--- config.mk ---
export PLATFORM = sky130hd
export DESIGN_NAME = router_pkt_tx
export DESIGN_NICKNAME = d
export VERILOG_FILES = /design/src/rtl/router_pkg.sv /design/src/rtl/router_tx_buf.sv /design/src/rtl/router_pkt_tx.sv
export SDC_FILE = /design/constraint.sdc
export NUM_CORES = 1
export LEC_CHECK = 0
export BUFFER_PORTS_ARGS = -buffer_cell sky130_fd_sc_hd__buf_2
export CAP_MARGIN = 20
export CORE_MARGIN = 2
export CORE_UTILIZATION = 35
export CTS_BUF_LIST = sky130_fd_sc_hd__clkbuf_4 sky130_fd_sc_hd__clkbuf_8
export DETAILED_ROUTE_END_ITERATION = 6
export GPL_TIMING_DRIVEN = 0
export PLACE_DENSITY_LB_ADDON = 0.2
export SLEW_MARGIN = 20
export SYNTH_ARGS = -nofsm -noshare
export SYNTH_HDL_FRONTEND = slang
export SYNTH_SLANG_ARGS = --single-unit
export TNS_END_PERCENT = 10
--- constraint.sdc ---
create_clock -name clk -period 2.78 [get_ports clk]
set_input_delay 0.417 -clock clk [delete_from_list [all_inputs] [get_ports clk]]
set_output_delay 0.417 -clock clk [all_outputs]
set_load 0.01 [all_outputs]
--- src/rtl/router_pkg.sv ---
// Shared definitions for the router host-side packet transmitter:
// header field layout, reserved address and transmit FSM states.
package router_pkg;

    localparam int LEN_MSB  = 7;
    localparam int LEN_LSB  = 2;
    localparam int ADDR_MSB = 1;
    localparam int ADDR_LSB = 0;

    localparam logic [1:0] ADDR_INVALID = 2'b11;
    localparam int         MAX_LEN      = 63;

    typedef enum logic [2:0] {
        ST_IDLE,
        ST_LOAD,
        ST_HEADER,
        ST_PAYLOAD,
        ST_PARITY,
        ST_GAP
    } tx_state_e;

    function automatic logic [7:0] make_hdr(input logic [5:0] len, input logic [1:0] addr);
        logic [7:0] h;
        h = '0;
        h[LEN_MSB:LEN_LSB]   = len;
        h[ADDR_MSB:ADDR_LSB] = addr;
        return h;
    endfunction

endpackage

--- src/rtl/router_tx_buf.sv ---
// Payload staging buffer: one synchronous write port, one combinational read
// port. Contents are deliberately not reset.
module router_tx_buf #(
    parameter int Width = 8,
    parameter int Depth = 63
) (
    input  logic                     clk,
    input  logic                     we,
    input  logic [$clog2(Depth)-1:0] waddr,
    input  logic [Width-1:0]         wdata,
    input  logic [$clog2(Depth)-1:0] raddr,
    output logic [Width-1:0]         rdata
);

    logic [Width-1:0] mem [Depth];

    always_ff @(posedge clk) begin
        if (we) mem[waddr] <= wdata;
    end

    assign rdata = mem[raddr];

endmodule

--- src/rtl/router_pkt_tx.sv ---
// Host-side transmitter for the 1x3 router input port: buffers a whole payload,
// then sends header, payload and XOR parity while honouring busy.
module router_pkt_tx
    import router_pkg::*;
#(
    parameter int Width     = 8,
    parameter int MaxLen    = MAX_LEN,
    parameter int GapCycles = 1
) (
    input  logic             clk,
    input  logic             resetn,
    input  logic             cmd_valid,
    output logic             cmd_ready,
    input  logic [1:0]       cmd_addr,
    input  logic [5:0]       cmd_len,
    input  logic             pl_valid,
    input  logic [Width-1:0] pl_data,
    output logic             pl_ready,
    input  logic             busy,
    output logic [Width-1:0] data_out,
    output logic             pkt_valid,
    output logic             cmd_err,
    output logic             pkt_done,
    output logic [15:0]      pkt_cnt
);

    localparam int AW = $clog2(MaxLen);
    localparam int GW = (GapCycles > 0) ? $clog2(GapCycles + 1) : 1;

    tx_state_e        state_q, state_d;
    logic [1:0]       addr_q;
    logic [5:0]       len_q;
    logic [5:0]       idx_q;
    logic [Width-1:0] parity_q;
    logic [GW-1:0]    gap_q;
    logic [Width-1:0] buf_rd;

    logic cmd_accept, cmd_bad, pl_accept, last_load, more;

    assign cmd_ready  = (state_q == ST_IDLE);
    assign pl_ready   = (state_q == ST_LOAD);
    assign cmd_accept = cmd_valid && cmd_ready;
    assign cmd_bad    = (cmd_addr == ADDR_INVALID) || (cmd_len == 6'd0);
    assign pl_accept  = pl_valid && pl_ready;
    assign last_load  = pl_accept && (idx_q == len_q - 6'd1);
    // idx_q reaches len_q once every payload byte has been handed to the router
    assign more       = (idx_q != len_q);

    router_tx_buf #(
        .Width (Width),
        .Depth (MaxLen)
    ) u_buf (
        .clk   (clk),
        .we    (pl_accept),
        .waddr (idx_q[AW-1:0]),
        .wdata (pl_data),
        .raddr (idx_q[AW-1:0]),
        .rdata (buf_rd)
    );

    always_ff @(posedge clk or negedge resetn) begin
        if (!resetn) state_q <= ST_IDLE;
        else         state_q <= state_d;
    end

    always_comb begin
        state_d = state_q;
        unique case (state_q)
            ST_IDLE:    if (cmd_accept && !cmd_bad) state_d = ST_LOAD;
            ST_LOAD:    if (last_load) state_d = ST_HEADER;
            ST_HEADER,
            ST_PAYLOAD: if (!busy) state_d = more ? ST_PAYLOAD : ST_PARITY;
            ST_PARITY:  if (!busy) state_d = (GapCycles == 0) ? ST_IDLE : ST_GAP;
            ST_GAP:     if (gap_q <= GW'(1)) state_d = ST_IDLE;
            default:    state_d = ST_IDLE;
        endcase
    end

    always_ff @(posedge clk or negedge resetn) begin
        if (!resetn) begin
            data_out  <= '0;
            pkt_valid <= 1'b0;
            cmd_err   <= 1'b0;
            pkt_done  <= 1'b0;
            pkt_cnt   <= '0;
            addr_q    <= '0;
            len_q     <= '0;
            idx_q     <= '0;
            parity_q  <= '0;
            gap_q     <= '0;
        end else begin
            cmd_err  <= 1'b0;
            pkt_done <= 1'b0;
            unique case (state_q)
                ST_IDLE: begin
                    if (cmd_accept) begin
                        if (cmd_bad) begin
                            cmd_err <= 1'b1;
                        end else begin
                            addr_q <= cmd_addr;
                            len_q  <= cmd_len;
                            idx_q  <= '0;
                        end
                    end
                end
                ST_LOAD: begin
                    if (last_load) begin
                        data_out  <= Width'(make_hdr(len_q, addr_q));
                        parity_q  <= Width'(make_hdr(len_q, addr_q));
                        pkt_valid <= 1'b1;
                        idx_q     <= '0;
                    end else if (pl_accept) begin
                        idx_q <= idx_q + 6'd1;
                    end
                end
                ST_HEADER, ST_PAYLOAD: begin
                    if (!busy) begin
                        if (more) begin
                            data_out <= buf_rd;
                            parity_q <= parity_q ^ buf_rd;
                            idx_q    <= idx_q + 6'd1;
                        end else begin
                            data_out  <= parity_q;
                            pkt_valid <= 1'b0;
                        end
                    end
                end
                ST_PARITY: begin
                    if (!busy) begin
                        data_out <= '0;
                        pkt_done <= 1'b1;
                        pkt_cnt  <= pkt_cnt + 16'd1;
                        gap_q    <= GW'(GapCycles);
                    end
                end
                ST_GAP:  gap_q <= gap_q - GW'(1);
                default: ;
            endcase
        end
    end

endmodule

# Yosys cells after proc, flatten, opt, wreduce, memory -nomap -nowiden
# Memories as Yosys holds them, arrays and structs flattened.
# Index checks and enable logic that the tools add are counted.
# classes
mul	0
n_shift	0
muxes	35
div	0
n_lt_le_gt_ge	1
bitwise_logic	3
eq_ne	18
n_reduce_logical	21
add_sub_neg	4
# ops
op	count
$mux 8	6
$mux 6	6
$pmux 8 s3	1
$mux 3	6
$pmux 6 s3	1
$add 16x1->16 const B	1
$pmux 8 s2	1
$pmux 3 s5	1
$ne 2x2->1 const B	6
$reduce_and 4->1	3
$mux 1	11
$xor 8x8->8	1
$add 6x1->6 const B	1
$eq 3x2->1 const B	2
$eq 3x3->1 const B	2
$eq 6x6->1	1
$logic_not 6->1	1
$ne 2x1->1 const B	3
$ne 6x6->1	1
$reduce_and 6->1	1
$reduce_bool 3->1	2
$sub 6x1->6 const B	1
$reduce_and 5->1	1
$logic_and 1x1->1	4
14 further kinds	18
# totals
output_inout_bits	29
word_cells	94
latch_bits	0
rom_bits	0
register_bits	53
ram_bits	504
memories	1
# memory_table
name	depth	word_bits	read_ports	rd_clocked_by_memory_dff	write_ports	line_no	text
u_buf.mem	63	8	1	0	1	router_tx_buf.sv:15	logic [Width-1:0] mem [Depth];

# Depth between registers and ports, before layout
# logic_depth
ltp_word	6
depth_mapped	11
depth_no_buf	9

# Modules after synthesis
# From an unflattened synthesis, not the netlist that was laid out.
# unflattened
cells_unflattened	1225
hier_area_um2	22544.1
# by_module_without_submodules
mod	area_per_inst_um2	cells_per_inst	seq_area_each_um2	n_inst
router_tx_buf	19646.3	941	15134.5	1
router_pkt_tx	2897.8	284	1301.2	1

# Least setup slack after synthesis
# OpenSTA, ideal clock, no wires.
# synth_timing
path_kind	register to register
start	register idx_q[2]
end	memory u_buf.mem[9][0] (enable)
required_time_ns	2.410
arrival_time_ns	2.099
path_stages_with_launch	8
setup_ns	0.370
setup_slack_ns	0.311
cell_sequence	dfrtp_1 > buf_4 > inv_2 > clkbuf_1 > buf_1 > and3_1 > nand2_1 > nor2_1
# synth_rtl
element	line_no	text
start, declared	router_pkt_tx.sv:33	logic [5:0] idx_q;
start signal, assigned	router_pkt_tx.sv:113	idx_q <= idx_q + 6'd1;
start signal, assigned	router_pkt_tx.sv:121	idx_q <= idx_q + 6'd1;
end, declared	router_tx_buf.sv:15	
# No word-level cell before the write port.

# Final worst setup path
# layout_timing
start	register idx_q[1]
end	register parity_q[1]
# layout_between
elab_chain_cells	5
word_cells_on_any_way	11
classes_between	eq/ne: 4; mux: 3; bitwise: 1; reduce/logical: 2; memory: 1
# layout_lines
element	line_no	text
$mem_v2 63x8	n/a	
$xor 8x8->8	router_pkt_tx.sv:120	parity_q <= parity_q ^ buf_rd;
$mux 8	router_pkt_tx.sv:118	if (more) begin
$mux 8	router_pkt_tx.sv:117	if (!busy) begin
$pmux 8 s2	router_pkt_tx.sv:94	unique case (state_q)
end signal, assigned	router_pkt_tx.sv:109	parity_q <= Width'(make_hdr(len_q, addr_q));
end signal, assigned	router_pkt_tx.sv:120	
end, declared	router_pkt_tx.sv:34	logic [Width-1:0] parity_q;
# Several ways; a longest one is shown, not always the timed one. The select of a mux whose other input is x is not followed.
# A chain may end at the register's enable or synchronous reset.

==> results.sh <==
export IMPL_endpoint_kind="flop"
export IMPL_hold_end="u_buf.mem[22][3]$_DFFE_PP_"
export IMPL_die_h_um=257
export IMPL_r2r_slack_ns=-0.15
export IMPL_reg2reg_to="parity_q[1]$_DFFE_PN0P_"
export IMPL_cts_buffer_depth=3
export IMPL_grt_use_total=0.213
export IMPL_grt_setup_unrepaired="true"
export IMPL_arrival_ns=3.51
export IMPL_synthFlopType="edfxtp_1"
export IMPL_ys_types=67
export IMPL_multiInputGateArea_sq_mm=0.00628
export IMPL_syn_area_sq_mm=0.0224
export IMPL_via_per_inst=5.62
export IMPL_cp_top_family="compound AO/OA/AOI/OAI gates"
export IMPL_critical_path_buf_inv_count=4
export IMPL_core_area_sq_mm=0.0632
export IMPL_synth_edf_count=504
export IMPL_grt_util_met2=0.328
export IMPL_worstHoldStart="pl_data[3]"
export IMPL_place_ws_ns=-1.64
export IMPL_async_flop_share=0.0935
export IMPL_drive_gt1_frac=0.319
export IMPL_finalPower_uw=26300
export IMPL_min_period_over_period=1.05
export IMPL_area_growth_pct=23.8
export IMPL_rows=92
export IMPL_portBuffers=49
export IMPL_fin_nets=1629
export IMPL_vias=14200
export IMPL_ys_seq_area_frac=0.733
export IMPL_fp_dieW_um=257
export IMPL_tightest_slew_ns=0.937
export IMPL_antenna_left=0
export IMPL_ir_worst_vdd_mv=0.563
export IMPL_drt_iter0_markers=1441
export IMPL_seqCellArea_sq_mm=0.0164
export IMPL_violations="negative setup slack"
export IMPL_cts_tree="done"
export IMPL_io_pins=50
export IMPL_timing_fmax_ghz=0.342
export IMPL_hpwl_um=43900
export IMPL_syn_instance_count=1371
export IMPL_final_max_slew_violation_count=0
export IMPL_holdWs_ns=0.232
export IMPL_r2r_cells=11
export IMPL_cts_root_buf="clkbuf_8"
export IMPL_crit_fanout=10
export IMPL_wl_per_cell_um=28.1
export IMPL_path_class="reg -> reg"
export IMPL_grt_overflow_total=0
export IMPL_p_per_area_mw_per_mm2=948
export IMPL_start_util=0.355
export IMPL_numCtsBuffers=97
export IMPL_grt_pass1_wl_um=101000
export IMPL_start_kind="flop"
export IMPL_clk_pin_slew_ns=0.06
export IMPL_setup_slack_ns=-0.148
export IMPL_reg2reg_from="idx_q[1]$_DFFE_PN0P_"
export IMPL_synth_ff_latch_count=556
export IMPL_antenna_cells=0
export IMPL_insertion_delay_ns=0.72
export IMPL_gp_congestion=0.867
export IMPL_fin_setup_tns_ns=-0.441
export IMPL_slew_headroom=0.370
export IMPL_leakagePower_uw=0.00924
export IMPL_period_needed_ns=2.93
export IMPL_met3_usage=0.0512
export IMPL_antenna_found_initial=1
export IMPL_yosysWarnings=0
export IMPL_finalHoldViolations=0
export IMPL_syn_avg_cell_area_sq_um=16.4
export IMPL_busiest_layer="met2"
export IMPL_dieArea_sq_mm=0.0661
export IMPL_htreeDepth=3
export IMPL_cp_slowest_cell="dfrtp_2"
export IMPL_wl_um=70900
export IMPL_use_met1=0.290
export IMPL_synth_nets=1395
export IMPL_cap_violations=0
export IMPL_status="finished, violations left"
export IMPL_firstDrtPassIters=5
export IMPL_startpoint="idx_q[1]$_DFFE_PN0P_"
export IMPL_slowest_delay_ns=0.43
export IMPL_holdPathStages=1
export IMPL_hp_class="in -> reg"
export IMPL_required_ns=3.36
export IMPL_crit_chain="buf_12 -> buf_8 -> buf_8 -> buf_12 -> mux4_2 -> mux2i_2 -> o22ai_2 -> a211oi_2 -> nand3_2 -> o21a_1 -> o22a_1"
export IMPL_grt_pass1_vias=14000
export IMPL_remaining_drc_errors=0
export IMPL_grt_max_degree=64
export IMPL_setup_violations_final=8
export IMPL_skew_ns=0.0439
export IMPL_cts_sinks=556
export IMPL_num_fill_cells=5613
==> through the flow <==
stage / std cells / util / instance area (sq um)
global placement: 2266 / 0.376 / 23700
detailed placement: 2268 / 0.377 / 23800
global route: 2524 / 0.440 / 27800
finish: 2524 / 0.440 / 27800
floorplan: 1371 / - / 22400
CTS: 2521 / 0.436 / 27600
==> layout by cell type (no fill, tap or decap), types with 16 or more instances in the layout <==
cell | synthesis | final
edfxtp_1 | 504 | 504
mux2i_1 | 112 | 101
clkbuf_8 | 0 | 99
buf_4 | 7 | 68
nor2_4 | 0 | 61
dfrtp_1 | 52 | 50
buf_2 | 41 | 47
clkbuf_4 | 0 | 47
nand2_1 | 51 | 42
a221oi_1 | 45 | 42
o22ai_1 | 43 | 40
buf_12 | 0 | 35
nor2_1 | 98 | 35
a221o_1 | 34 | 34
a21oi_1 | 40 | 34
o21ai_0 | 42 | 30
mux4_2 | 27 | 27
buf_6 | 8 | 25
o22a_1 | 26 | 24
clkinv_1 | 0 | 24
xnor2_1 | 18 | 18
mux2_2 | 16 | 16
==> state kept, by name (all words and copies together), names as in the netlist <==
name       cells
pkt_cnt       16
pkt_valid      1
parity_q       8
u_buf.mem    504
cmd_err        1
data_out       8
idx_q          6
addr_q         2
len_q          6
state_q        3
pkt_done       1
==> cell type report <==
type                    count  area share
plain buffers              84      0.0291
clock buffers             133      0.0580
clock inverters            39     0.00761
inverters                  10     0.00144
multi-input cells         719       0.226
flip-flops and latches    556       0.592
well taps                 846      0.0381
repair buffers            137      0.0477
==> Yosys cell counts, drive strengths merged (6+ instances only) <==
library cell  instances  area, sq um
dfrtp                52         1300
buf                  64          378
inv                  10         37.5
nand2                51          191
o22ai                43          269
a221o                34          340
mux4                 27          608
nor2b                 7         43.8
clkbuf               22         82.6
o22a                 26          228
nand2b               13         81.3
a22oi                 9         67.6
a211oi                7         57.6
nor2                 99          374
edfxtp              504        15100
o21a                  7         52.6
xor2                  9         78.8
a311oi                8         70.1
a21oi                40          200
a221oi               45          394
a2bb2oi               7         61.3
xnor2                18          158
nand4                10         62.6
a31oi                 6         37.5
mux2                 16          180
mux2i               112         1120
o21ai                43          215
nor3                 11         60.1
nand3                15         80.1
==> worst max-delay path by stage <==
| stage | depth (start not counted) | slack (ns) | endpoint |
|---|---|---|---|
| after floorplan | 7 | 0.31 | u_buf.mem[9][0]$_DFFE_PP_ |
| after global placement | 10 | -1.64 | data_out[3]$_DFFE_PN0P_ |
| after detailed placement | 7 | -1.64 | u_buf.mem[51][2]$_DFFE_PP_ |
| after CTS | 8 | -0.16 | u_buf.mem[14][2]$_DFFE_PP_ |
| after global routing | 10 | -0.15 | parity_q[1]$_DFFE_PN0P_ |
| final | 11 | -0.15 | parity_q[1]$_DFFE_PN0P_ |
==> power breakdown <==
part           total, uW  switching [uW]  internal [uW]
Combinational       9450            5960           3490
Sequential          9730             245           9490
Clock               7140            3380           3760
Total              26300            9590          16700
==> worst reg2reg max path, cell delays in order, from the launching register on <==
cell      delay, ns
dfrtp_2        0.43
buf_12         0.17
buf_8          0.18
buf_8          0.16
buf_12         0.16
mux4_2         0.33
mux2i_2        0.20
o22ai_2        0.15
a211oi_2       0.34
nand3_2        0.27
o21a_1         0.25
o22a_1         0.18
==> repair_timing <==
item	in CTS	in global routing
hold buffers	11	0
hold endpoints to repair	62	0
gates resized for setup	284	63
cloned	0	0
endpoints found under the setup margin	524	244
pin swaps	55	5
setup buffers	72	3
==> per-layer routing <==
| layer | up-vias | wire length [um] |
|---|---|---|
| li1 | 6008 | - |
| met1 | 7331 | 29900 |
| met2 | 680 | 32200 |
| met3 | 172 | 5940 |
| met4 | 0 | 2940 |
| met5 | - | 0 |
==> kinds of logic (layout without fill, tap and decap cells) <==
| family | after synthesis | count (layout) | share of synthesized area |
|---|---|---|---|
| adders and majority gates | 3 | 3 | 0.00167 |
| xor gates and xnor gates | 27 | 27 | 0.0105 |
| and+or+nand+nor | 245 | 245 | 0.0535 |
| DFF | 556 | 556 | 0.733 |
| muxes | 155 | 155 | 0.0851 |
| buffers and inverters | 96 | 403 | 0.0222 |
| AOI/OAI and AO/OA | 289 | 289 | 0.0945 |
Power figures use the tool's default switching activity.
